<file path="src/rtl/alu_issue_if.sv">
// Handshake and write-back bundle between the instruction source, the issue stage and the ALU.
// The stage itself takes the slave view; the upstream/ALU side takes the master view.
interface alu_issue_if;
    logic [31:0] Instr;
    logic        Instr_valid;
    logic        Instr_ready;
    logic [31:0] Src1;
    logic [31:0] Src2;
    logic [4:0]  Shamt;
    logic [5:0]  Funct;
    logic [4:0]  Rd_addr;
    logic        Out_valid;
    logic        Out_ready;
    logic        Wb_en;
    logic [4:0]  Wb_addr;
    logic [31:0] Wb_data;
    logic        Err;

    modport master (
        output Instr, Instr_valid, Out_ready, Wb_en, Wb_addr, Wb_data,
        input  Instr_ready, Src1, Src2, Shamt, Funct, Rd_addr, Out_valid, Err
    );

    modport slave (
        input  Instr, Instr_valid, Out_ready, Wb_en, Wb_addr, Wb_data,
        output Instr_ready, Src1, Src2, Shamt, Funct, Rd_addr, Out_valid, Err
    );
endinterface

</file>
<file path="src/rtl/alu_issue_stage.sv">
// Decode/operand-fetch stage: R-type decode, 32x32 register file with write-back bypass,
// pending-register scoreboard and a single registered output bundle towards the ALU.
module alu_issue_stage (
    input  logic       clk,
    input  logic       rst_n,
    alu_issue_if.slave bus
);
    localparam logic [5:0] FN_ADDU = 6'b001001;
    localparam logic [5:0] FN_SUBU = 6'b001010;
    localparam logic [5:0] FN_AND  = 6'b010001;
    localparam logic [5:0] FN_SLL  = 6'b100001;

    logic [31:0] regs_q [32];
    logic [31:0] regs_d [32];
    logic [31:0] pending_q, pending_d;
    logic        out_valid_q, out_valid_d;
    logic [31:0] src1_q, src1_d;
    logic [31:0] src2_q, src2_d;
    logic [4:0]  shamt_q, shamt_d;
    logic [5:0]  funct_q, funct_d;
    logic [4:0]  rd_addr_q, rd_addr_d;
    logic        err_q, err_d;

    logic [5:0]  opcode, funct;
    logic [4:0]  rs, rt, rd, shamt;
    logic        legal, is_sll, wb_write, stall, ready, accept;
    logic [31:0] rs_val, rt_val, busy_vec;

    assign opcode = bus.Instr[31:26];
    assign rs     = bus.Instr[25:21];
    assign rt     = bus.Instr[20:16];
    assign rd     = bus.Instr[15:11];
    assign shamt  = bus.Instr[10:6];
    assign funct  = bus.Instr[5:0];

    assign legal    = (opcode == 6'd0) &&
                      (funct == FN_ADDU || funct == FN_SUBU || funct == FN_AND || funct == FN_SLL);
    assign is_sll   = (funct == FN_SLL);
    assign wb_write = bus.Wb_en && (bus.Wb_addr != 5'd0);

    // Operand reads see a same-cycle write-back so a dependent op needs no extra bubble.
    always_comb begin
        rs_val = regs_q[rs];
        if (rs == 5'd0)
            rs_val = 32'd0;
        else if (bus.Wb_en && bus.Wb_addr == rs)
            rs_val = bus.Wb_data;
        rt_val = regs_q[rt];
        if (rt == 5'd0)
            rt_val = 32'd0;
        else if (bus.Wb_en && bus.Wb_addr == rt)
            rt_val = bus.Wb_data;
    end

    // A register whose result is arriving this cycle no longer counts as busy.
    always_comb begin
        busy_vec = pending_q;
        if (bus.Wb_en)
            busy_vec[bus.Wb_addr] = 1'b0;
    end

    assign stall  = bus.Instr_valid && legal &&
                    (busy_vec[rt] || (!is_sll && busy_vec[rs]) || busy_vec[rd]);
    assign ready  = rst_n && (!out_valid_q || bus.Out_ready) && !stall;
    assign accept = bus.Instr_valid && ready;

    always_comb begin
        regs_d      = regs_q;
        pending_d   = pending_q;
        out_valid_d = out_valid_q;
        src1_d      = src1_q;
        src2_d      = src2_q;
        shamt_d     = shamt_q;
        funct_d     = funct_q;
        rd_addr_d   = rd_addr_q;
        err_d       = accept && !legal;

        if (wb_write) begin
            regs_d[bus.Wb_addr]    = bus.Wb_data;
            pending_d[bus.Wb_addr] = 1'b0;
        end

        if (out_valid_q && bus.Out_ready)
            out_valid_d = 1'b0;

        if (accept && legal) begin
            out_valid_d = 1'b1;
            src1_d      = is_sll ? rt_val : rs_val;
            src2_d      = is_sll ? 32'd0 : rt_val;
            shamt_d     = shamt;
            funct_d     = funct;
            rd_addr_d   = rd;
            // Set is applied after clear so an issue and a write-back to the same rd keep it pending.
            if (rd != 5'd0)
                pending_d[rd] = 1'b1;
        end

        regs_d[0]    = 32'd0;
        pending_d[0] = 1'b0;
    end

    always_ff @(posedge clk or negedge rst_n) begin
        if (!rst_n) begin
            for (int i = 0; i < 32; i++)
                regs_q[i] <= 32'd0;
            pending_q   <= 32'd0;
            out_valid_q <= 1'b0;
            src1_q      <= 32'd0;
            src2_q      <= 32'd0;
            shamt_q     <= 5'd0;
            funct_q     <= 6'd0;
            rd_addr_q   <= 5'd0;
            err_q       <= 1'b0;
        end else begin
            for (int i = 0; i < 32; i++)
                regs_q[i] <= regs_d[i];
            pending_q   <= pending_d;
            out_valid_q <= out_valid_d;
            src1_q      <= src1_d;
            src2_q      <= src2_d;
            shamt_q     <= shamt_d;
            funct_q     <= funct_d;
            rd_addr_q   <= rd_addr_d;
            err_q       <= err_d;
        end
    end

    assign bus.Instr_ready = ready;
    assign bus.Src1        = src1_q;
    assign bus.Src2        = src2_q;
    assign bus.Shamt       = shamt_q;
    assign bus.Funct       = funct_q;
    assign bus.Rd_addr     = rd_addr_q;
    assign bus.Out_valid   = out_valid_q;
    assign bus.Err         = err_q;
endmodule

</file>
<file path="src/flat_wrapper.sv">
// flat-port wrapper written by rule: the top's interface ports become plain ports
module alu_issue_stage_flat 
  (clk, rst_n, bus_Instr, bus_Instr_valid, bus_Out_ready, bus_Wb_en, bus_Wb_addr, bus_Wb_data, bus_Instr_ready, bus_Src1, bus_Src2, bus_Shamt, bus_Funct, bus_Rd_addr, bus_Out_valid, bus_Err);
  alu_issue_if bus_i ();
  input  logic clk;
  input  logic rst_n;
  input wire logic [$bits(bus_i.Instr)-1:0] bus_Instr;
  input wire logic [$bits(bus_i.Instr_valid)-1:0] bus_Instr_valid;
  input wire logic [$bits(bus_i.Out_ready)-1:0] bus_Out_ready;
  input wire logic [$bits(bus_i.Wb_en)-1:0] bus_Wb_en;
  input wire logic [$bits(bus_i.Wb_addr)-1:0] bus_Wb_addr;
  input wire logic [$bits(bus_i.Wb_data)-1:0] bus_Wb_data;
  output wire logic [$bits(bus_i.Instr_ready)-1:0] bus_Instr_ready;
  output wire logic [$bits(bus_i.Src1)-1:0] bus_Src1;
  output wire logic [$bits(bus_i.Src2)-1:0] bus_Src2;
  output wire logic [$bits(bus_i.Shamt)-1:0] bus_Shamt;
  output wire logic [$bits(bus_i.Funct)-1:0] bus_Funct;
  output wire logic [$bits(bus_i.Rd_addr)-1:0] bus_Rd_addr;
  output wire logic [$bits(bus_i.Out_valid)-1:0] bus_Out_valid;
  output wire logic [$bits(bus_i.Err)-1:0] bus_Err;
  assign bus_i.Instr = bus_Instr;
  assign bus_i.Instr_valid = bus_Instr_valid;
  assign bus_i.Out_ready = bus_Out_ready;
  assign bus_i.Wb_en = bus_Wb_en;
  assign bus_i.Wb_addr = bus_Wb_addr;
  assign bus_i.Wb_data = bus_Wb_data;
  assign bus_Instr_ready = bus_i.Instr_ready;
  assign bus_Src1 = bus_i.Src1;
  assign bus_Src2 = bus_i.Src2;
  assign bus_Shamt = bus_i.Shamt;
  assign bus_Funct = bus_i.Funct;
  assign bus_Rd_addr = bus_i.Rd_addr;
  assign bus_Out_valid = bus_i.Out_valid;
  assign bus_Err = bus_i.Err;
  alu_issue_stage u_core (.clk(clk), .rst_n(rst_n), .bus(bus_i));
endmodule
</file>
<file path="config.mk">
export PLATFORM = sky130hd
export DESIGN_NAME = alu_issue_stage_flat
export DESIGN_NICKNAME = d
export VERILOG_FILES = /design/src/rtl/alu_issue_if.sv /design/src/rtl/alu_issue_stage.sv /design/src/flat_wrapper.sv
export SDC_FILE = /design/constraint.sdc
export NUM_CORES = 2
export LEC_CHECK = 0
export BUFFER_PORTS_ARGS = -buffer_cell sky130_fd_sc_hd__buf_2
export CAP_MARGIN = 20
export CORE_MARGIN = 5
export CORE_UTILIZATION = 33
export CTS_CLUSTER_SIZE = 12
export DETAILED_ROUTE_END_ITERATION = 10
export GPL_ROUTABILITY_DRIVEN = 1
export GPL_TIMING_DRIVEN = 0
export MAX_ROUTING_LAYER = met4
export PLACE_DENSITY = 0.47
export SKIP_CTS_REPAIR_TIMING = 1
export SLEW_MARGIN = 20
export SYNTH_ARGS = -nofsm -noshare
export SYNTH_HDL_FRONTEND = slang
export SYNTH_SLANG_ARGS = --single-unit
export TNS_END_PERCENT = 100
</file>
<file path="constraint.sdc">
create_clock -name clk -period 3.3 [get_ports clk]
set_input_delay 0.165 -clock clk [delete_from_list [all_inputs] [get_ports clk]]
set_output_delay 0.165 -clock clk [all_outputs]
set_load 0.01 [all_outputs]
</file>
==> results.toml <==
[global_route]
track_usage_pct = 31.5
grt_max_degree = 125
antenna_found_initial = 26
grt_pass1_wl_um = 386000
grt_overflow = 0
grt_pass1_vias = 42600

[route]
routedWlPerCell_um = 41.8
dr.pass1.iters = 8
drt_wl_total_um = 290000
drc = 0
via_count = 43300
drt_iter0_markers = 5386
ant_nets = 0
viasPerCell = 6.23

[floorplan]
placementRows = 155
die_h_um = 433
die_w_um = 433
ios = 157
start_util_pct = 33.1
core_region_area_sq_mm = 0.178
design.die.area_sq_mm = 0.187

[setup_path]
reg2reg_from = "u_core.pending_q[14]"
cp-startpoint = "bus_Instr[22]"
crit_arrival_ns = 4.12
cp-end-kind = "flop"
crit_family = "buffers and inverters"
cp.required_ns = 3.98
cp_slowest_cell = "mux4_2"
start_kind = "input pin"
critPathBufInv = 6
crit_path_max_fanout = 10
critPathMaxStageDelay_ns = 0.49
critPathKind = "input pin to flop"
worstPathCellList = "buf_2 -> clkbuf_2 -> buf_4 -> clkbuf_4 -> buf_2 -> buf_16 -> mux4_2 -> mux4_2 -> mux2i_1 -> o21ai_0 -> mux2_1"

[sta]
final-setup-viol-count = 20
timing.final.crit_share_pct = 104
tightest_slew_ns = 1.32
maxSlewViolCount = 0
fin_crit_ns = 3.44
finClkSkew_ns = 0.0295
fmax_mhz = 290
hold_viol = 0
tns_ns = -1.06
fin_ws_ns = -0.145
max_slew_margin_pct = 12.1

[synthesis]
synth_cells = 4062
synth.most_common_cell = "dfrtp_1"
ys_seq_elements = 1105
avgSynthCellArea_sq_um = 14.5
synthArstFlopShare_pct = 100
synth-edff-count = 0
ys_warn_count = 0
synthFlopType = "dfrtp_1"
synth_area_leaders = "dfrtp_1 (47%), mux2_2 (20%), mux4_2 (19%), clkbuf_1 (1.8%), mux2_1 (1.5%)"
synth.largest_area_cell = "dfrtp_1"
synth_nets = 4136
syn_area_sq_mm = 0.0590
synth.top_cells.by_count = "dfrtp_1 (1,105), mux2_2 (1,067), mux4_2 (496)"
seq_area_frac_synth_pct = 46.8
synth_top_area_share_pct = 46.8
ys_types = 69

[clock_tree]
clkSinkCount = 1105
cts_buffers = 135
cts_tree = "done"
clk_pin_slew_ns = 0.06
clock_latency_ns = 0.80
cts_buffer_depth = 3
clock_tree.root_cell = "clkbuf_16"
h-tree-depth = 4

[pwr]
p_int_mw = 29.6
power_density_mw_per_mm2 = 602
p_sw_share_pct = 28.9
p_comb_share_pct = 21.0
p_clk_share_pct = 36.6
worst_ir_drop_vdd_uv = 325
power.net_switching_mw = 12.1
leakage_nw = 29.8
p_seq_share_pct = 42.4

[flow_run]
maxCapViolations = 0

[status]
status = "complete, but fails checks"
violations = "negative setup slack"

[place]
dp_slack_ns = -1.88
numPortBuffers = 148
dp_hpwl_um = 200000
gp_congestion = 0.996

[min_path]
hold_start = "bus_Instr[14]"
holdCritPathClass = "input pin to flop"

[finish]
fin_nets = 4518
area_growth_pct = 17.4
drive_gt1_share_pct = 49.7
[metrics by stage]
stage	hold WS (ns)	instance area [sq um]	utilization, %	std cells	power (mW)
after floorplan	-0.131	59000	-	4062	23.1
after global placement	0.381	62700	35.2	6565	26.1
after detailed placement	0.173	63900	35.9	6607	26.4
after CTS	-0.673	68400	38.4	6848	41.6
after global routing	0.0484	69200	38.9	6928	43.0
final	0.0247	69300	38.9	6939	41.7
[registers in the layout, summed over array words and instances, names as in the netlist]
signal,cells
u_core.bus.Src1,32
u_core.pending_q,31
u_core.bus.Shamt,5
u_core.bus.Out_valid,1
u_core.regs_q,992
u_core.bus.Rd_addr,5
u_core.bus.Funct,6
u_core.bus.Err,1
u_core.bus.Src2,32
[kinds of logic after synthesis]
| family | share of synthesized area [%] |
|---|---|
| mux | 41.7 |
| compound gates | 5.03 |
| buf+inv | 3.07 |
| simple gates | 3.23 |
| flops | 46.8 |
| xor+xnor | 0.163 |
[layout make-up]
| type | instances | area, sq um |
|---|---|---|
| Antenna cell | 36 | 90.1 |
| Buffer | 428 | 2160 |
| Clock buffer | 208 | 4090 |
| Clock inverter | 33 | 347 |
| Fill cell | 16900 | 109000 |
| Inverter | 7 | 26.3 |
| Multi-Input combinational cell | 2518 | 29600 |
| Sequential cell | 1105 | 27700 |
| Tap cell | 2355 | 2950 |
| Timing Repair Buffer | 249 | 2300 |
[per-layer routing]
metal  track usage, %  share of wire, %  vias to the layer above
met1             40.1                40                    23600
li1                 -                 -                    16600
met3             9.16               9.6                      662
met4             17.1               6.6                        0
met2             45.3                44                     2416
met5                -                 0                        -
[power groups by stage]
stage               logic, mW  registers (mW)  clock network, mW
floorplan                5.89            17.2                  0
global placement         8.33            17.7                  0
detailed placement       8.56            17.8                  0
CTS                      8.58            17.6               15.4
global route             9.16            17.9               16.0
finish                   8.77            17.7               15.3
[worst min-delay path: cells and delay by family]
family	cells	cell delay, ns
compound gates	1	0.07
buf+inv	2	0.37
simple gates	1	0.16
[cell usage in the layout, fill, tap and decap left out, types with 23 or more instances in the layout]
cell,count
o21ai_0,117
nor3_1,43
nor2_1,76
clkbuf_8,27
dlygate4sd3_1,54
nor2b_1,54
mux2i_1,54
buf_16,23
o22ai_1,63
dfrtp_1,1105
mux4_2,496
a22oi_1,27
clkbuf_1,178
diode_2,36
nand2_1,104
a21oi_1,34
buf_2,219
mux2_1,77
mux2_2,1067
o211ai_1,27
clkbuf_16,143
a22o_1,25
a221oi_1,88
clkbuf_4,43
clkbuf_2,127
[worst paths after layout]
check                                        to  slack (ns)  cells after the start
setup / recovery            u_core.bus.Src1[29]       -0.14                     11
hold / removal             u_core.pending_q[30]        0.02                      4
setup reg to reg            u_core.bus.Src2[22]        0.15                      9
hold reg to reg             u_core.bus.Funct[2]        0.48                      1
max in group asynchronous    u_core.regs_q[341]        0.84                      6
min in group asynchronous  u_core.pending_q[21]        0.43                      3
Note: power is estimated with default switching activity, not from simulation.
